**config.mk**
```make
export PLATFORM = sky130hd
export DESIGN_NAME = grid_env
export DESIGN_NICKNAME = d
export VERILOG_FILES = /design/src/rtl/grid_env.sv
export SDC_FILE = /design/constraint.sdc
export NUM_CORES = 1
export LEC_CHECK = 0
export BUFFER_PORTS_ARGS = -buffer_cell sky130_fd_sc_hd__clkbuf_2
export CAP_MARGIN = 15
export CORE_ASPECT_RATIO = 0.5
export CORE_MARGIN = 2
export CORE_UTILIZATION = 60
export DETAILED_ROUTE_END_ITERATION = 7
export PLACE_DENSITY = 0.94
export SLEW_MARGIN = 15
export SYNTH_ARGS = -nofsm -noshare
export SYNTH_HDL_FRONTEND = slang
export SYNTH_SLANG_ARGS = --single-unit
```
**constraint.sdc**
```tcl
create_clock -name clk -period 15.7 [get_ports clk]
set_input_delay 3.925 -clock clk [delete_from_list [all_inputs] [get_ports clk]]
set_output_delay 3.925 -clock clk [all_outputs]
set_load 0.005 [all_outputs]
```
**src/rtl/grid_env.sv**
```systemverilog
`default_nettype none
// ============================================================================
// Module   : grid_env
// Purpose  : Grid-world environment stage for the DQN datapath. It applies one
//            agent action per CU step, exposes the next state st1 to the CU,
//            and tracks the reward and the per-episode return.
// Ports    : clk, rst (async, active low)
//            controller[3:0], step[3:0]      CU phase / step counters
//            action[1:0], action_valid       0=up 1=right 2=down 3=left
//            st[3:0], st1[3:0]               current / next state
//            reward[7:0], reward_valid       signed reward of last move, pulse
//            done                            st1==GOAL_STATE pending commit
//            ret[11:0], ret_last[11:0]       running / last-episode return
//            ret_valid                       pulse, ret_last updated
// Config   : GRID_ENV_HOLE_EN adds a hole cell (HOLE_STATE, R_HOLE) that
//            teleports the agent back to START_STATE.
// Revision : 1.0 - initial release
// ============================================================================
module grid_env #(
  parameter int GRID_W       = 3,
  parameter int GRID_H       = 3,
  parameter int START_STATE  = 1,
  parameter int GOAL_STATE   = 9,
  parameter int ACT_PHASE    = 2,
  parameter int COMMIT_PHASE = 9,
  parameter int MAX_STEP     = 15,
  parameter int R_STEP       = -1,
  parameter int R_WALL       = -2,
  parameter int R_GOAL       = 10
`ifdef GRID_ENV_HOLE_EN
  ,
  parameter int HOLE_STATE   = 5,
  parameter int R_HOLE       = -10
`endif
) (
  input  logic        clk,
  input  logic        rst,
  input  logic [3:0]  controller,
  input  logic [3:0]  step,
  input  logic [1:0]  action,
  input  logic        action_valid,
  output logic [3:0]  st,
  output logic [3:0]  st1,
  output logic [7:0]  reward,
  output logic        reward_valid,
  output logic        done,
  output logic [11:0] ret,
  output logic [11:0] ret_last,
  output logic        ret_valid
);

  localparam logic [3:0] c_W      = 4'(GRID_W);
  localparam logic [3:0] c_H      = 4'(GRID_H);
  localparam logic [3:0] c_START  = 4'(START_STATE);
  localparam logic [3:0] c_GOAL   = 4'(GOAL_STATE);
  localparam logic [3:0] c_ACT    = 4'(ACT_PHASE);
  localparam logic [3:0] c_COMMIT = 4'(COMMIT_PHASE);
  localparam logic [3:0] c_MAX    = 4'(MAX_STEP);
  localparam logic [7:0] c_R_STEP = 8'(R_STEP);
  localparam logic [7:0] c_R_WALL = 8'(R_WALL);
  localparam logic [7:0] c_R_GOAL = 8'(R_GOAL);
`ifdef GRID_ENV_HOLE_EN
  localparam logic [3:0] c_HOLE   = 4'(HOLE_STATE);
  localparam logic [7:0] c_R_HOLE = 8'(R_HOLE);
`endif

  logic [3:0]  r_st, r_st1;
  logic [7:0]  r_reward;
  logic        r_reward_valid, r_done;
  logic [11:0] r_ret, r_ret_last;
  logic        r_ret_valid;

  logic        w_act, w_commit, w_end;
  logic [3:0]  w_idx, w_row, w_col;
  logic        w_blocked;
  logic [3:0]  w_target;
  logic [3:0]  w_st1_next;
  logic [7:0]  w_rew;
  logic        w_done_next;
  logic [12:0] w_sum;
  logic [11:0] w_ret_sat;

  assign w_act    = (controller == c_ACT) && action_valid;
  assign w_commit = (controller == c_COMMIT);
  // Goal and step limit together still make a single episode end.
  assign w_end    = (r_st1 == c_GOAL) || (step == c_MAX);

  // States are 1-based, row-major.
  assign w_idx = r_st - 4'd1;
  assign w_row = w_idx / c_W;
  assign w_col = w_idx % c_W;

  always_comb begin
    w_blocked = 1'b0;
    w_target  = r_st;
    case (action)
      2'd0: if (w_row == 4'd0)       w_blocked = 1'b1; else w_target = r_st - c_W;
      2'd1: if (w_col == c_W - 4'd1) w_blocked = 1'b1; else w_target = r_st + 4'd1;
      2'd2: if (w_row == c_H - 4'd1) w_blocked = 1'b1; else w_target = r_st + c_W;
      default: if (w_col == 4'd0)    w_blocked = 1'b1; else w_target = r_st - 4'd1;
    endcase
  end

  always_comb begin
    w_st1_next  = w_target;
    w_rew       = c_R_STEP;
    w_done_next = 1'b0;
    if (w_blocked) begin
      w_st1_next = r_st;
      w_rew      = c_R_WALL;
    end else if (w_target == c_GOAL) begin
      w_rew       = c_R_GOAL;
      w_done_next = 1'b1;
    end
`ifdef GRID_ENV_HOLE_EN
    else if (w_target == c_HOLE) begin
      // Falling in the hole restarts the position, not the episode.
      w_st1_next = c_START;
      w_rew      = c_R_HOLE;
    end
`endif
  end

  // 13-bit sum of sign-extended operands, clamped to the 12-bit range.
  assign w_sum = {r_ret[11], r_ret} + {{5{w_rew[7]}}, w_rew};

  always_comb begin
    w_ret_sat = w_sum[11:0];
    if ($signed(w_sum) > 13'sd2047)       w_ret_sat = 12'h7FF;
    else if ($signed(w_sum) < -13'sd2048) w_ret_sat = 12'h800;
  end

  always_ff @(posedge clk or negedge rst) begin
    if (!rst) begin
      r_st           <= c_START;
      r_st1          <= c_START;
      r_reward       <= 8'd0;
      r_reward_valid <= 1'b0;
      r_done         <= 1'b0;
      r_ret          <= 12'd0;
      r_ret_last     <= 12'd0;
      r_ret_valid    <= 1'b0;
    end else begin
      r_reward_valid <= 1'b0;
      r_ret_valid    <= 1'b0;
      if (w_act) begin
        r_st1          <= w_st1_next;
        r_reward       <= w_rew;
        r_reward_valid <= 1'b1;
        r_done         <= w_done_next;
        r_ret          <= w_ret_sat;
      end else if (w_commit) begin
        if (w_end) begin
          r_st        <= c_START;
          r_st1       <= c_START;
          r_done      <= 1'b0;
          r_ret_last  <= r_ret;
          r_ret       <= 12'd0;
          r_ret_valid <= 1'b1;
        end else begin
          r_st <= r_st1;
        end
      end
    end
  end

  assign st           = r_st;
  assign st1          = r_st1;
  assign reward       = r_reward;
  assign reward_valid = r_reward_valid;
  assign done         = r_done;
  assign ret          = r_ret;
  assign ret_last     = r_ret_last;
  assign ret_valid    = r_ret_valid;

endmodule
`default_nettype wire

```
==> Yosys cells after proc, flatten, opt, wreduce, memory -nomap -nowiden <==
Cells that the tools add are included.
{ "totals": {"word_cells": 67, "reg_bits": 43, "in_bits": 13} }
{ "op_classes": {"n_addsub": 5, "n_div": 2, "n_bitwise": 1, "mux": 30, "eq_ne": 9, "reduce_logical": 10, "magnitude_cmp": 2} }
{ "op_table": {"columns": ["operator", "n"], "rows": [
  ["$mux W12", 5],
  ["$mux W4", 8],
  ["$eq A4 B4 Y1 const B", 4],
  ["$mux W8", 2],
  ["$add A12 B8 Y13", 1],
  ["$gt A13 B12 Y1 const B", 1],
  ["$lt A13 B12 Y1 const B", 1],
  ["$mux W1", 13],
  ["$eq A4 B2 Y1 const B", 3],
  ["$pmux W4 S3", 1],
  ["$logic_not A4 Y1", 2],
  ["$add A4 B1 Y4 const B", 1],
  ["$add A4 B2 Y4 const B", 1],
  ["$div A4 B2 Y4 const B", 1],
  ["$mod A4 B2 Y4 const B", 1],
  ["$reduce_and A2 Y1", 2],
  ["$reduce_bool A2 Y1", 2],
  ["$sub A4 B1 Y4 const B", 1],
  ["$sub A4 B2 Y4 const B", 1],
  ["$pmux W1 S3", 1],
  ["$reduce_and A3 Y1", 1],
  ["$eq A2 B1 Y1 const B", 1],
  ["$eq A2 B2 Y1 const B", 1],
  ["$logic_not A2 Y1", 1],
  ["3 further kinds", 3]
]} }

==> Logic depth before layout (Yosys ltp) <==
Gate-level depths: netlist (run 1).
{ "logic_depth": {"ltp_word": 13, "mapped_depth": 35} }

==> Worst setup path after synthesis (run 1) <==
Ideal clock, no wire load.
{ "synth_path": {"path_type": "input port to flip-flop", "from": "in action[1]", "to": "reg r_ret[9] (netlist: ret[9])", "setup_time_ps": 126, "slack_ps": 8056, "stages": 18, "arrival_time_ps": 7518, "cell_sequence": "clkbuf_1 -> nand2b_1 -> or3_1 -> or3b_2 -> o211ai_1 -> a41oi_1 -> ha_1 -> inv_1 -> ha_1 -> inv_1 -> or4_1 -> nor4_1 -> a31oi_1 -> o21ai_2 -> o21ai_1 -> and2_1 -> buf_6 -> a221o_1"} }
{ "synth_via": {"elab_chain_cells": 10, "word_cells_on_any_way": 14, "classes_between": "1 x add/sub; 2 x order compare; 3 x eq/ne; 7 x mux; 1 x reduce/logical"} }
{ "synth_rtl": {"columns": ["item", "line_no", "text"], "rows": [
  ["start, declared", "40", "input logic [1:0] action,"],
  ["$eq A2 B2 Y1 (tied with other cells)", "96", "case (action)"],
  ["$pmux W4 S3", "96", null],
  ["$eq A4 B4 Y1", "111", "end else if (w_target == c_GOAL) begin"],
  ["$mux W8", "111", null],
  ["$mux W8 *", "108", "if (w_blocked) begin"],
  ["named net w_rew[0]", "78", "logic [7:0] w_rew;"],
  ["$add A12 B8 Y13 *", "125", "assign w_sum = {r_ret[11], r_ret} + {{5{w_rew[7]}}, w_rew};"],
  ["$lt A13 B12 Y1", "130", "else if ($signed(w_sum) < -13'sd2048) w_ret_sat = 12'h800;"],
  ["$mux W12", "130", null],
  ["$mux W12 *", "129", "if ($signed(w_sum) > 13'sd2047) w_ret_sat = 12'h7FF;"],
  ["$mux W12 *", "146", "if (w_act) begin"],
  ["end signal, assigned", "151", "r_ret <= w_ret_sat;"],
  ["end, declared", "70", "logic [11:0] r_ret, r_ret_last;"]
]} }
Mark *: on every way through the listed nets, which the timed path passes. The rest lies on a longest branch.
A chain may end at the register's enable or synchronous reset.

==> Worst setup path in the final report (run 1) <==
{ "layout_path": {"from": "reg r_st[0] (netlist: st[0])", "to": "reg r_ret[9] (netlist: ret[9])"} }
{ "layout_via": {"elab_chain_cells": 13, "word_cells_on_any_way": 29, "classes_between": "5 x add/sub; 2 x div; 2 x order compare; 3 x eq/ne; 15 x mux; 2 x reduce/logical"} }
{ "layout_rtl": {"columns": ["item", "line_no", "text"], "rows": [
  ["start, declared", "67", "logic [3:0] r_st, r_st1;"],
  ["start signal, assigned", "135", "r_st <= c_START;"],
  ["start signal, assigned", "154", "r_st <= c_START;"],
  ["start signal, assigned", "161", "r_st <= r_st1;"],
  ["$sub A4 B1 Y4", "89, 100", null],
  ["$div A4 B2 Y4 / $mod A4 B2 Y4 (equally long branches)", "90, 91", null],
  ["$eq A4 B2 Y1 (tied with other cells)", "99", "2'd2: if (w_row == c_H - 4'd1) w_blocked = 1'b1; else w_target = r_st + c_W;"],
  ["$mux W4 (on tied branches)", null, null],
  ["$pmux W4 S3", "96", null],
  ["$eq A4 B4 Y1", "111", null],
  ["$mux W8", "111", null],
  ["$mux W8 *", "108", null],
  ["named net w_rew[0]", "78", null],
  ["$add A12 B8 Y13 *", "125", null],
  ["$lt A13 B12 Y1", "130", null],
  ["$mux W12", "130", null],
  ["$mux W12 *", "129", null],
  ["$mux W12 *", "146", null]
]} }
Marked as above.

==> results list, run 1 <==
- The run finished with clean final reports.
* Final count of hold timing violations: 0
* # rows: 17
- Synthesis produced a netlist whose cell count is 343.
- After layout, the worst path uses 52.3% of the clock period.
- Clock period minus final worst setup slack: 8200 ps
- Post-synth EDFFs: 0
- Final setup fails: 0
* Pin count of the biggest net entering global routing: 39
* Synthesized Nets: 365
* CTS clock-pin slew for the worst setup and hold paths: 80 ps
* Netlist area before placement: 2900 um2
* Maximum clock frequency: 122 MHz
- After detailed routing, the total wire length is 7.68 mm.
- Horizontal die dimension: 102 um
* Antenna violations before repair: 0
- GRT Overall Usage: 28.8%
- Number of non-filler instances in the completed layout: 444
* Worst flop-to-flop path startpoint: st[0]
- After global routing the overflow that remains totals 0.
* Hold Buf Count CTS: 0
* Clock root buffer master: clkbuf_8
* Die Outline Area: 5440 um2
* DRT Pass-1 Iters: 5
- Int Pwr: 0.399 mW
* Count of placed standard cells including taps: 436
- Clock sinks: 38
* Maximum buffer depth of the clock tree: 2
- Htree depth: 2
* CTS buffer count: 5
- Detail Route Antenna Nets: 0
- Final critical-path setup slack: 7500 ps
- 0 antenna diodes ended up in the layout.
* Cts repair resizes: 0
* Count of port buffers added during placement: 55
- Worst R2R Setup Slack: 7500 ps
- The first routing iteration left 257 violations.
* Crit-path max cell delay: 710 ps
* Area growth syn-to-layout: 11.4%
- Worst setup path class: flip-flop to flip-flop
- Number of cell instances on the worst register-to-register path: 29
* Worst hold-check path type: flip-flop to flip-flop
* Core area: 4530 um2
- For this run, the number of Yosys warnings is 0.
- Setup repair after global routing left no endpoint under its margin.
* Fin nets: 399
* Routability congestion estimate from global placement: 1.03
- Setup crit start: st[0]
- Share of synthesized flip-flops with an asynchronous set or reset: 100%
* Number of max-slew violations in the final report: 0
- Predominant post-synthesis flop cell: dfrtp_1
- Cell occurring most often along the worst timing path: ha_1
* Count of max-cap constraint violations: 0
- Post-DP HPWL: 5.37 mm
- Design Power: 0.803 mW
* Critical-path maximum fanout: 14
- Worst hold path depth: 2
* Average cell area after synthesis: 8.45 um2
* Count of buffers added by post-CTS timing repair for setup: 0
* Skew final: 5.63 ps
- In the routed layout, each cell is associated on average with a via count of 6.46.
- Detailed-route DRC error count: 0
- The number of global-route vias before repair was 2582.
* Share of final-layout standard cells stronger than drive strength 1: 21.7%
- Count of distinct cell types in the synthesized netlist: 74
* Worst-Margin Slew: 918 ps
- Initial core utilization: 64.0%
- For this block, the via count after detailed routing is 2869.
- First-pass GRT wire length: 11.9 mm
* Setup total negative slack: 0 ps
- Share of total power consumed by net switching: 50.4%
- After synthesis the netlist holds a flip-flop and latch count of 38.
* Power share of the sequential group: 24.1%
- Sequential fraction of the synthesis area: 32.9%
- Combinational share of power: 65.0%
* End of the worst register-to-register path: ret[9]
- In this run the power spent charging and discharging nets is 0.405 mW.
- On the critical path, the stage with the largest delay is an instance of dfstp_2.
- The worst hold path terminates at ret_last[6].
- OpenSTA, run right after detailed placement, puts the worst setup slack at 7540 ps.
- Across the VDD grid, the largest voltage drop is 0.000105 V.
- Height of the die: 53.2 um
* WP data required: 15890 ps
- Kind of end point of the critical path: flip-flop
* Average wire length per cell after detail routing: 17.3 um
- For the worst setup path, the data arrival time is 8390 ps.
- Startpoint kind of the worst setup timing path: flip-flop
- Power spread over the standard cell area amounts to 249 nW/um2.
- Pleak: 1.54 nW
- Top-level port count: 56
* Part of the total power dissipated in the clock network: 10.9%
- TritonCTS built the clock tree.
- Hold path startpoint: ret_last[6]
- In this run the tightest slew margin relative to its limit is 38.8%.
- At the later pin of the worst-skew pair, clock insertion delay measures 300 ps.
## worst max-delay path: cells and delay by family, from the launching register on
family / cells / cell delay [ps]
adders and majority gates: 5 / 1410
DFF: 1 / 710
and+or+nand+nor: 4 / 1500
buffers and inverters: 5 / 740
xor gates and xnor gates: 1 / 200
AOI/OAI and AO/OA: 12 / 2760
muxes: 2 / 740
## stage by stage
stage | hold slack, ps | area [um2] | util [%]
after floorplan | 470 | 2900 | -
after global placement | 457 | 3110 | 68.7
after detailed placement | 463 | 3110 | 68.7
after CTS | 481 | 3230 | 71.3
after global routing | 503 | 3230 | 71.3
final | 477 | 3230 | 71.3
## area by class of cell
| cell class | count | area, um2 |
|---|---|---|
| clock buffers | 7 | 86.3 |
| repair buffers | 55 | 275 |
| inverters | 16 | 60.1 |
| multi-input cells | 261 | 1740 |
| fillers | 330 | 1300 |
| well taps | 66 | 82.6 |
| flip-flops and latches | 38 | 953 |
| clock inverters | 1 | 30.0 |
## sequential cells by signal (all words and copies together) (netlist names)
register	cells
ret_valid	1
reward	3
done	1
st1	4
st	4
ret_last	12
ret	12
reward_valid	1
## cell usage after synthesis, drive strengths merged (2+ instances only)
master / count / area, um2
nand2: 57 / 214
dfrtp: 36 / 901
nor2: 23 / 91.3
clkbuf: 18 / 67.6
o21ai: 18 / 93.8
inv: 15 / 56.3
nand3: 14 / 70.1
a21oi: 10 / 61.3
buf: 10 / 75.1
ha: 9 / 113
a221o: 8 / 80.1
xnor2: 8 / 77.6
nor2b: 7 / 43.8
xor2: 7 / 61.3
a22o: 5 / 43.8
and3: 5 / 31.3
nor3: 5 / 30.0
o211ai: 5 / 37.5
o31ai: 5 / 42.5
a22oi: 4 / 30.0
a31oi: 4 / 40.0
nand2b: 4 / 25.0
nand4: 4 / 40.0
or3: 4 / 25.0
a21o: 3 / 22.5
mux2i: 3 / 30.0
o221ai: 3 / 26.3
or2: 3 / 18.8
a211oi: 2 / 15.0
a21boi: 2 / 15.0
a32o: 2 / 20.0
a41oi: 2 / 17.5
and2: 2 / 12.5
dfstp: 2 / 52.6
maj3: 2 / 20.0
nand3b: 2 / 15.0
nor4: 2 / 12.5
o211a: 2 / 20.0
o32ai: 2 / 17.5
o41ai: 2 / 25.0
or3b: 2 / 17.5
or4: 2 / 15.0
## layer usage
layer | up-vias | track usage [%] | share of wire, %
li1 | 1315 | - | -
met1 | 1384 | 33.9 | 39
met2 | 153 | 52.5 | 52
met3 | 17 | 4.49 | 6.9
met4 | 0 | 14.0 | 1.7
met5 | - | 0 | 0
## worst max-delay path by stage
| stage | to | slack [ps] | depth (start not counted) |
|---|---|---|---|
| after floorplan | ret[9] | 8060 | 18 |
| after global placement | ret[9] | 7750 | 17 |
| after detailed placement | ret[9] | 7540 | 16 |
| after CTS | ret[4] | 7640 | 28 |
| after global routing | ret[9] | 6980 | 28 |
| final | ret[9] | 7500 | 29 |
## placed cells by master, fill, tap and decap left out, types with 3 or more instances in the layout
cell type	netlist	routed
a21o_1	3	3
a21oi_1	9	9
a221o_1	8	8
a22o_1	5	5
a22oi_1	4	4
a31oi_1	3	3
and3_1	5	5
clkbuf_2	0	55
clkbuf_8	0	6
dfrtp_1	36	36
ha_1	9	9
inv_1	14	14
mux2i_1	3	3
nand2_1	57	57
nand2b_1	4	4
nand3_1	14	14
nand4_1	3	3
nor2_1	21	21
nor2b_1	7	7
nor3_1	4	4
o211ai_1	5	5
o21ai_0	13	13
o21ai_1	4	4
o221ai_1	3	3
o31ai_1	4	4
or3_1	4	4
xnor2_1	7	7
xor2_1	7	7
## power by group through the flow
stage	Clock, mW	Sequential [mW]	Combinational, mW
final	0.0875	0.193	0.522
after global routing	0.0911	0.199	0.564
after CTS	0.0875	0.191	0.511
after detailed placement	0	0.192	0.505
after global placement	0	0.189	0.480
after floorplan	0	0.161	0.410
## kinds of logic (layout without fill, tap and decap cells)
kind of cell	count (synthesis)	in the layout	synth area share [%]
multiplexers	5	5	2.20
AO/OA/AOI/OAI	89	89	24.1
AND/OR/NAND/NOR	141	141	24.4
XOR/XNOR	15	15	4.79
flip-flops	38	38	32.9
buffers and inverters	44	79	6.99
adder cells (fa/ha/maj)	11	11	4.57
Power figures use the tool's default switching activity.
==> inputs of run 2 (changes only) <==
--- a/config.mk
+++ b/config.mk
@@ -9,9 +9,9 @@
 export CAP_MARGIN = 15
 export CORE_ASPECT_RATIO = 0.5
 export CORE_MARGIN = 2
-export CORE_UTILIZATION = 60
+export CORE_UTILIZATION = 51
 export DETAILED_ROUTE_END_ITERATION = 7
-export PLACE_DENSITY = 0.94
+export PLACE_DENSITY = 0.85
 export SLEW_MARGIN = 15
 export SYNTH_ARGS = -nofsm -noshare
 export SYNTH_HDL_FRONTEND = slang
==> constraint.sdc (replaced) <==
create_clock -name clk -period 7.3 [get_ports clk]
set_input_delay 1.825 -clock clk [delete_from_list [all_inputs] [get_ports clk]]
set_output_delay 1.825 -clock clk [all_outputs]
set_load 0.005 [all_outputs]
==> results list, run 2 (synthesized netlist as in run 1, its figures left out) <==
* Status: completed
- Htree depth: 2
- Clock period minus final worst setup slack: 6850 ps
* GRT Overall Usage: 24.6%
* Commonest non-fill, non-tap cells in the layout: 57 x nand2_1, 55 x clkbuf_2, 36 x dfrtp_1
* Clock root buffer master: clkbuf_16
- The largest single stage delay on the critical path is 530 ps.
* Worst setup path class: flip-flop to flip-flop
* Peak supply drop: 0.000258 V
- For this run, global-route usage on met3 was measured as 4.46%.
- # rows: 19
* Routability congestion estimate from global placement: 0.894
- For the final database, setup skew stands at 4.95 ps.
* Most common cell after layout, fill and taps aside: nand2_1
- Multi-input combinational cell area: 1780 um2
- Relative to the synthesized area, the layout overhead comes to 18.0%.
- Met1 layer usage reported by global route: 31.7%
- For this block, the initial DRC count from the detailed router was 236.
- Critical-path maximum fanout: 10
- Global routing finished with a remaining overflow of 0.
- During placement, the flow inserted port buffers numbering 55.
* Top-level port count: 56
* Worst-Margin Slew: 910 ps
* Final setup fails: 0
- Setup total negative slack: 0 ps
- The hold violation total from the final report came to 0.
- The analysis attributes to cell leakage a power of 1.63 nW.
* Share of final-layout standard cells stronger than drive strength 1: 25.4%
* Pin count of the biggest net entering global routing: 39
- Horizontal die dimension: 111 um
- The most critical setup path has its startpoint at st[0].
- Share of the clock period used by the worst path: 93.8%
- The first global-routing pass estimated 12.6 mm of wire.
* Pwr Density: 548 nW/um2
- Dividing the detail-routed wire length by the instance count gives 16.5 um.
* Detailed-route vias per instance: 6.15
- The tightest hold path in the finished design has a slack of 480 ps.
- Slew margin rel.: 39.3%
- Number of max-slew violations in the final report: 0
* Number of global-route vias before repair: 2652
- Clock insertion delay at the later pin of the skew report: 280 ps
* RSZ-0062 raised after global routing: false
- After global routing, the most crowded layer is met2.
- Kind of end point of the critical path: flip-flop
* Maximum buffer depth of the clock tree: 2
- STA classifies the critical path startpoint as a flip-flop.
- Wires add up to 7.70 mm.
* Detailed-route DRC error count: 0
* Maximum clock frequency: 146 MHz
- DR vias: 2864
- The tree built by TritonCTS fans out to 38 sinks.
- Height of the die: 57.3 um
* Detail Route Antenna Nets: 0
* CTS clock-pin slew for the worst setup and hold paths: 60 ps
- For this design, the slowest cell found on the critical path is dfstp_2.
- Combined flip-flop and latch cell area: 953 um2
- Hold path startpoint: done
- Global routing used 43.5% of the available met2 tracks.
- Clock tree from TritonCTS: built
- Initial core utilization: 52.8%
- The total area inside the core boundary comes to 5490 um2.
- Number of non-filler instances in the completed layout: 466
- Diode insertion count for antenna repair: 0
- Summing internal, switching and leakage power gives 1.87 mW.
* Count of max-cap constraint violations: 0
- DRT Pass-1 Iters: 5
* Worst flop-to-flop path startpoint: st[0]
* WP data required: 7460 ps
- Fin nets: 414
- Count of placed standard cells including taps: 455
* CTS buffer count: 5
* Fill cell total of the finished layout: 465
- Antenna violations before repair: 0
* Die Outline Area: 6340 um2
- The min-delay analysis places its worst path in the category flip-flop to flip-flop.
* Data arrival time of the critical path: 7010 ps
* Post-DP HPWL: 5.43 mm
run 2: cell count changes in the layout (fill, tap and decap cells not counted), moves of 2 or more:
| cell | delta |
|---|---|
| buf_4 | +15 |
| clkbuf_16 | +5 |
| clkbuf_8 | -5 |
| ha_1 | -2 |
run 2: timing repair:
action / 4_1_cts / 5_1_grt
hold buffers: 0 / 0
hold endpoints to repair: 0 / 0
endpoints found under the setup margin: 0 / 10
gates resized for setup: 0 / 6
setup buffers: 0 / 3
run 2: stage by stage:
step	cell area, um2	worst slack (ps)	utilization, %
CTS	3360	194	61.2
global placement	3210	492	58.5
global route	3420	65.4	62.3
detailed placement	3210	237	58.5
finish	3420	453	62.3
floorplan	2900	118	-
run 2: final timing paths:
path / to / slack (ps) / depth (start not counted)
worst min-delay path: done / 480 / 1
max in group asynchronous: reward_valid / 5060 / 1
min in group asynchronous: ret[9] / 1670 / 1
worst min register to register: done / 480 / 1
worst max register to register: ret[9] / 450 / 29
worst max-delay path: ret[9] / 450 / 29
run 2: final cells by class:
class | instances | share of cell area, %
Clock inverter | 1 | 0.146
Tap cell | 73 | 2.67
Clock buffer | 7 | 4.17
Sequential cell | 38 | 27.9
Inverter | 16 | 1.76
Timing Repair Buffer | 70 | 11.3
Multi-Input combinational cell | 261 | 52.1
run 2: routing by layer:
metal	part of all wire [%]	up-vias
met1	43	1416
met4	1.4	0
li1	-	1341
met5	0	-
met3	5.2	13
met2	51	94
run 2: worst max-delay path, delay by kind of cell, from the launching register on:
kind | cells | cell delay (ps)
XOR/XNOR | 1 | 180
flip-flops | 1 | 530
multiplexers | 2 | 620
adder cells (fa/ha/maj) | 5 | 1120
AND/OR/NAND/NOR | 4 | 1430
AO/OA/AOI/OAI | 12 | 2380
buffers and inverters | 5 | 470
run 2: power by group:
part / internal [mW] / switching (mW)
combinational: 0.569 / 0.698
clock: 0.135 / 0.0807
sequential: 0.281 / 0.110
